File: src/rtl/shift_sequencer.sv
// shift_sequencer: multi-pass shift/rotate controller for the 8-bit shifter.
// Breaks shifts of up to 255 into bounded passes of at most STEP_MAX bits.
module shift_sequencer #(
    parameter int STEP_MAX = 7
) (
    input  logic       CLK,
    input  logic       RESET,
    input  logic       START,
    input  logic [1:0] OPCODE,
    input  logic [7:0] OPERAND,
    input  logic [7:0] AMOUNT,
    output logic       BUSY,
    output logic       DONE,
    output logic [7:0] RESULT
);

    typedef enum logic {
        IDLE  = 1'b0,
        SHIFT = 1'b1
    } state_t;

    localparam logic [1:0] OP_SLL = 2'b00;
    localparam logic [1:0] OP_SRL = 2'b01;
    localparam logic [1:0] OP_SRA = 2'b10;
    localparam logic [1:0] OP_ROR = 2'b11;

    localparam logic [3:0] STEP_LIM = 4'(STEP_MAX);

    state_t     state_q, state_d;
    logic [1:0] op_q, op_d;
    logic [7:0] w_q, w_d;
    logic [3:0] rem_q, rem_d;
    logic       done_q, done_d;
    logic [7:0] result_q, result_d;

    logic [3:0]  eff;
    logic [3:0]  step;
    logic [3:0]  rem_next;
    logic [7:0]  shifted;
    logic [15:0] rot;

    always_ff @(posedge CLK) begin
        if (RESET) begin
            state_q  <= IDLE;
            op_q     <= 2'b00;
            w_q      <= 8'h00;
            rem_q    <= 4'd0;
            done_q   <= 1'b0;
            result_q <= 8'h00;
        end else begin
            state_q  <= state_d;
            op_q     <= op_d;
            w_q      <= w_d;
            rem_q    <= rem_d;
            done_q   <= done_d;
            result_q <= result_d;
        end
    end

    // Rotates reduce mod 8; linear shifts saturate at a full-width shift.
    always_comb begin
        eff = 4'd0;
        if (OPCODE == OP_ROR) begin
            eff = {1'b0, AMOUNT[2:0]};
        end else if (AMOUNT > 8'd8) begin
            eff = 4'd8;
        end else begin
            eff = AMOUNT[3:0];
        end
    end

    always_comb begin
        step     = (rem_q < STEP_LIM) ? rem_q : STEP_LIM;
        rem_next = rem_q - step;
        rot      = {w_q, w_q} >> step;
        shifted  = w_q;
        unique case (op_q)
            OP_SLL: shifted = w_q << step;
            OP_SRL: shifted = w_q >> step;
            OP_SRA: shifted = $signed(w_q) >>> step;
            OP_ROR: shifted = rot[7:0];
            default: shifted = w_q;
        endcase
    end

    always_comb begin
        state_d  = state_q;
        op_d     = op_q;
        w_d      = w_q;
        rem_d    = rem_q;
        done_d   = 1'b0;
        result_d = result_q;
        unique case (state_q)
            IDLE: begin
                if (START) begin
                    op_d    = OPCODE;
                    w_d     = OPERAND;
                    rem_d   = eff;
                    state_d = SHIFT;
                end
            end
            SHIFT: begin
                w_d   = shifted;
                rem_d = rem_next;
                if (rem_next == 4'd0) begin
                    result_d = shifted;
                    done_d   = 1'b1;
                    state_d  = IDLE;
                end
            end
            default: state_d = IDLE;
        endcase
    end

    always_comb begin
        BUSY   = (state_q == SHIFT);
        DONE   = done_q;
        RESULT = result_q;
    end

endmodule

File: config.mk
export PLATFORM = sky130hd
export DESIGN_NAME = shift_sequencer
export DESIGN_NICKNAME = d
export VERILOG_FILES = /design/src/rtl/shift_sequencer.sv
export SDC_FILE = /design/constraint.sdc
export NUM_CORES = 1
export LEC_CHECK = 0
export BUFFER_PORTS_ARGS = -buffer_cell sky130_fd_sc_hd__buf_2
export CAP_MARGIN = 20
export CORE_MARGIN = 10
export CORE_UTILIZATION = 53
export CTS_BUF_LIST = sky130_fd_sc_hd__clkbuf_4
export CTS_CLUSTER_SIZE = 25
export DETAILED_ROUTE_END_ITERATION = 16
export HOLD_SLACK_MARGIN = 0.15
export PLACE_DENSITY = 0.78
export SETUP_SLACK_MARGIN = 0.05
export SLEW_MARGIN = 20
export SYNTH_ARGS = -nofsm -noshare
export SYNTH_HDL_FRONTEND = slang
export SYNTH_SLANG_ARGS = --single-unit
File: constraint.sdc
create_clock -name CLK -period 1.95 [get_ports CLK]
set_input_delay 0.195 -clock CLK [delete_from_list [all_inputs] [get_ports CLK]]
set_output_delay 0.195 -clock CLK [all_outputs]
set_load 0.05 [all_outputs]
# Word-level counts from Yosys, hierarchy flattened
# Cells that the tools add are included.
[totals]
ram_bits = 0
latch_bits = 0
rom_bits = 0
out_inout_bits = 10
word_cells = 36
memories = 0
inputBits = 21
ff_bits = 24
[classes]
n_shift = 4
div_mod_pow = 0
reduce_logical = 5
n_bitwise = 1
n_lt_le_gt_ge = 2
eq_ne = 5
multipliers = 0
muxes = 12
add_sub_neg = 1
[ops]
columns = ["op", "count"]
rows = [
  ["$pmux 8 s4", 1],
  ["$mux 4", 4],
  ["$pmux 8 s2", 1],
  ["$shr 16x4->8", 1],
  ["$gt 8x4->1 const B", 1],
  ["$mux 8", 1],
  ["$pmux 4 s2", 1],
  ["$shl 8x4->8", 1],
  ["$shr 8x4->8", 1],
  ["$sshr 8x4->8", 1],
  ["$eq 2x2->1 const B", 3],
  ["$logic_not 4->1", 1],
  ["$lt 4x3->1 const B", 1],
  ["$reduce_and 2->1", 2],
  ["$sub 4x4->4", 1],
  ["$mux 1", 3],
  ["$eq 2x1->1 const B", 1],
  ["$logic_not 2->1", 1],
  ["$ne 2x2->1 const B", 1],
  ["$pmux 1 s2", 1],
  ["$reduce_or 2->1", 1],
  ["$not 1->1", 1],
]

# Depth between registers and ports, before layout
[depth]
ltp_word = 6
depth_mapped = 13
mapped_depth_nobuf = 9

# Worst setup path before layout
# No wires, ideal clock.
[synth_timing]
path_type = "reg-to-reg"
start = "reg rem_q[3]"
end = "reg result_q[0] (netlist: RESULT[0])"
stages_incl_launch_ff = 12
n_path_buf = 4
t_arrival_ns = 1.986
setup_slack_ns = -0.164
path_cell_list = "dfxtp_1 -> buf_2 -> buf_2 -> inv_1 -> nor2_1 -> inv_1 -> ha_1 -> o221a_2 -> buf_2 -> buf_2 -> o22ai_1 -> nor2_1"
[synth_between]
elab_chain_len = 5
elab_cells_between_ends = 10
classes_between = "add/sub: 1; order compare: 1; shift: 4; mux: 2; reduce/logical: 2"
[synth_rtl]
columns = ["element", "line_no", "text"]
rows = [
  ["from (decl)", "32", "logic [3:0] rem_q, rem_d;"],
  ["from (signal assigned)", "54", "rem_q <= rem_d;"],
  ["$lt 4x3->1", "73", "step = (rem_q < STEP_LIM) ? rem_q : STEP_LIM;"],
  ["$mux 4", "73", ""],
  ["$sub 4x4->4", "74", "rem_next = rem_q - step;"],
  ["$logic_not 4->1", "105", "if (rem_next == 4'd0) begin"],
  ["$reduce_and 2->1 (no source line)", "--", ""],
  ["to (signal assigned)", "56", "result_q <= result_d;"],
  ["to (decl)", "34", "logic [7:0] result_q, result_d;"],
]
# Parallel ways exist; a longest one is shown, timed or not.
# A chain may end at the register's enable or synchronous reset.

# Final worst setup path
[layout_timing]
start = "reg rem_q[3]"
end = "reg result_q[5] (netlist: RESULT[5])"
# Same word-level chain as after synthesis.

==> impl_metrics.tcl <==
set metrics [dict create \
    cts_root_buf "clkbuf_4" \
    p_leak_nw 0.9840 \
    routedWlPerCell_um 19.74 \
    die_w_um 80.82 \
    drt_iter0_markers 376 \
    fp-row-count 22 \
    synthCells 250 \
    arrival_ps 2000 \
    synth_edf_count 0 \
    core_um2 3606 \
    portBuffers 30 \
    cts_sinks 24 \
    yosysSeqAreaShare_pct 24.51 \
    cpPeakStageDelay_ps 350 \
    gp_congestion 1.012 \
    worst-path-max-fanout 19 \
    chipHeight_um 80.82 \
    antenna_left 0 \
    outcome "finished clean" \
    required_ps 2150 \
    finalCritPeriodShare_pct 92.40 \
    async_reset_ff_share_pct 0 \
    routed_via_density 6.617 \
    power.density_nw_per_um2 649.3 \
    synth_flop_cell "dfxtp_1" \
    design_area_um2 2459 \
    slew_headroom_pct 66.33 \
    rsz0062_at_grt "true" \
    start_util_pct 54.37 \
    vias 2263 \
    yosys_warnings 0 \
    crit_path_top_delay_cell "dfxtp_2" \
    crit_type "flip-flop to flip-flop" \
    fin_worst_skew_ps 7.187 \
    endpoint_kind "flip-flop" \
    final_common_cell "buf_2" \
    cpLargestDelayFamily "simple AND/OR/NAND/NOR gates" \
    worst_pin_slew_ps 503.3 \
    grt_pass1_vias 2132 \
    tritoncts "done" \
    fmax_mhz 555.0 \
    pin_count 31 \
    worstHoldPathType "input pin to flip-flop" \
    hpwlAfterDp_mm 4.725 \
    drive_gt1_share_pct 31.29 \
    cts_buffer_depth 2 \
    synth.distinct_cells 52 \
    htree_levels 1 \
    layout.nets 318 \
    hold_viol_final 0 \
    synth_area_um2 1961 \
    dpl-instance-area_um2 2270 \
    p_total_mw 1.596 \
    syn_to_final_growth_pct 25.40 \
    cp.buffers_inverters 2 \
    finalSetupViolations 0 \
    fillers 300 \
    drv_cap 0 \
    clkLatencyLatePin_ps 320 \
    synth_fp_nets 273 \
    antenna_cells 0 \
    wl_mm 6.751 \
    fin_crit_ps 1802 \
    irDropWorstVdd_mv 0.5409 \
    grt_antenna_before_repair 0 \
    firstDrtPassIters 5 \
    mostFrequentLayoutCells "buf_2, nor2_1, buf_4, dfxtp_1" \
    grt_pass1_wl_mm 10.45 \
    grt_max_degree 26 \
    slew_violations 0 \
    grtUsageTotal_pct 19.79 \
    synth.avg_cell_area_um2 7.843 \
    cp_cell_sequence "buf_6 -> or2_2 -> nor4_1 -> a21oi_1 -> a311oi_1 -> buf_4 -> a211oi_1" \
    drc 0 \
    grt_overflow 0 \
    cts_made_buffers 3 \
    die-area_um2 6532 \
    path_clk_slew_ps 130 \
    crit_path_start_kind "flip-flop" \
    ys_ff_latch 24 \
]
-- path summary, 6_finish.rpt --
kind              from   endpoint  slack [ps]  depth (start not counted)
max           rem_q[3]  RESULT[5]         150                          7
min          AMOUNT[0]   rem_q[0]         160                          3
max reg2reg   rem_q[3]  RESULT[5]         150                          7
min reg2reg  RESULT[2]  RESULT[2]         480                          2
-- routing by layer --
layer	vias up	routed length, um	GRT usage [%]
li1	1041	-	-
met1	1050	2600	23.06
met2	143	3285	33.92
met3	29	614	4.305
met4	0	251	8.997
met5	-	0	0
-- report_power, final --
group	total, mW	internal, mW	switching [mW]
logic	0.761	0.329	0.432
registers	0.607	0.538	0.0690
clock network	0.228	0.0749	0.153
total	1.60	0.942	0.654
-- flip-flops by register name (all words and copies together), names as in the netlist --
signal  cells
op_q        2
BUSY        1
rem_q       4
DONE        1
w_q         8
RESULT      8
-- per-stage QoR --
step	setup TNS, ps	std cells	utilization (%)	setup WS, ps	hold slack (ps)
global route	0	342	68.18	14.51	176.7
global placement	0	330	62.94	45.80	444.3
finish	0	342	68.18	148.3	163.0
CTS	0	338	65.16	55.93	159.7
floorplan	0	250	-	59.12	333.7
detailed placement	-30.44	330	62.94	-15.51	456.2
-- area by class of cell --
cell class	count	area, um2	share of cell area (%)
multi-input combinational	195	1425	57.96
inverter	6	22.52	0.9160
tap	48	60.06	2.443
timing repair buffer	65	439.2	17.86
sequential	24	485.5	19.75
clock buffer	3	22.52	0.9160
clock inverter	1	3.754	0.1527
-- logic make-up (layout without fill, tap and decap cells) --
| kind of cell | after synthesis | in the layout | share of synthesized area, % |
|---|---|---|---|
| AO/OA/AOI/OAI | 78 | 80 | 29.23 |
| multiplexers | 20 | 20 | 13.59 |
| adder cells (fa/ha/maj) | 2 | 2 | 1.276 |
| buffers and inverters | 33 | 75 | 7.466 |
| AND/OR/NAND/NOR | 93 | 93 | 23.93 |
| flip-flops | 24 | 24 | 24.51 |
-- what timing repair did --
item | 4_1_cts | 5_1_grt
cloned | 0 | 2
setup buffers | 0 | 2
resized for setup | 4 | 18
endpoints found under the hold margin | 4 | 0
hold buffers | 4 | 0
endpoints found under the setup margin | 13 | 14
pin swaps | 0 | 2
-- Yosys cell counts (all sizes together), types with 4 or more instances --
cell type / number / area share, %
nor2: 31 / 5.9
dfxtp: 24 / 25
a211oi: 15 / 5.7
nor2b: 15 / 4.8
clkbuf: 14 / 2.7
buf: 13 / 3.6
mux2i: 12 / 6.1
nand2: 12 / 2.3
o21ai: 11 / 2.8
a21oi: 8 / 2.0
a311oi: 7 / 3.1
inv: 6 / 1.1
nor3: 6 / 1.5
and2: 5 / 1.6
mux4: 5 / 5.7
nand2b: 5 / 1.6
nor4: 5 / 1.6
nand3: 4 / 1.0
o211ai: 4 / 1.5
o22ai: 4 / 1.3
or2: 4 / 1.3
-- tightest hold or removal path: stages --
cell      delay [ps]
buf_2             70
a222oi_1          70
nor2_1           100
Power figures use the tool's default switching activity.
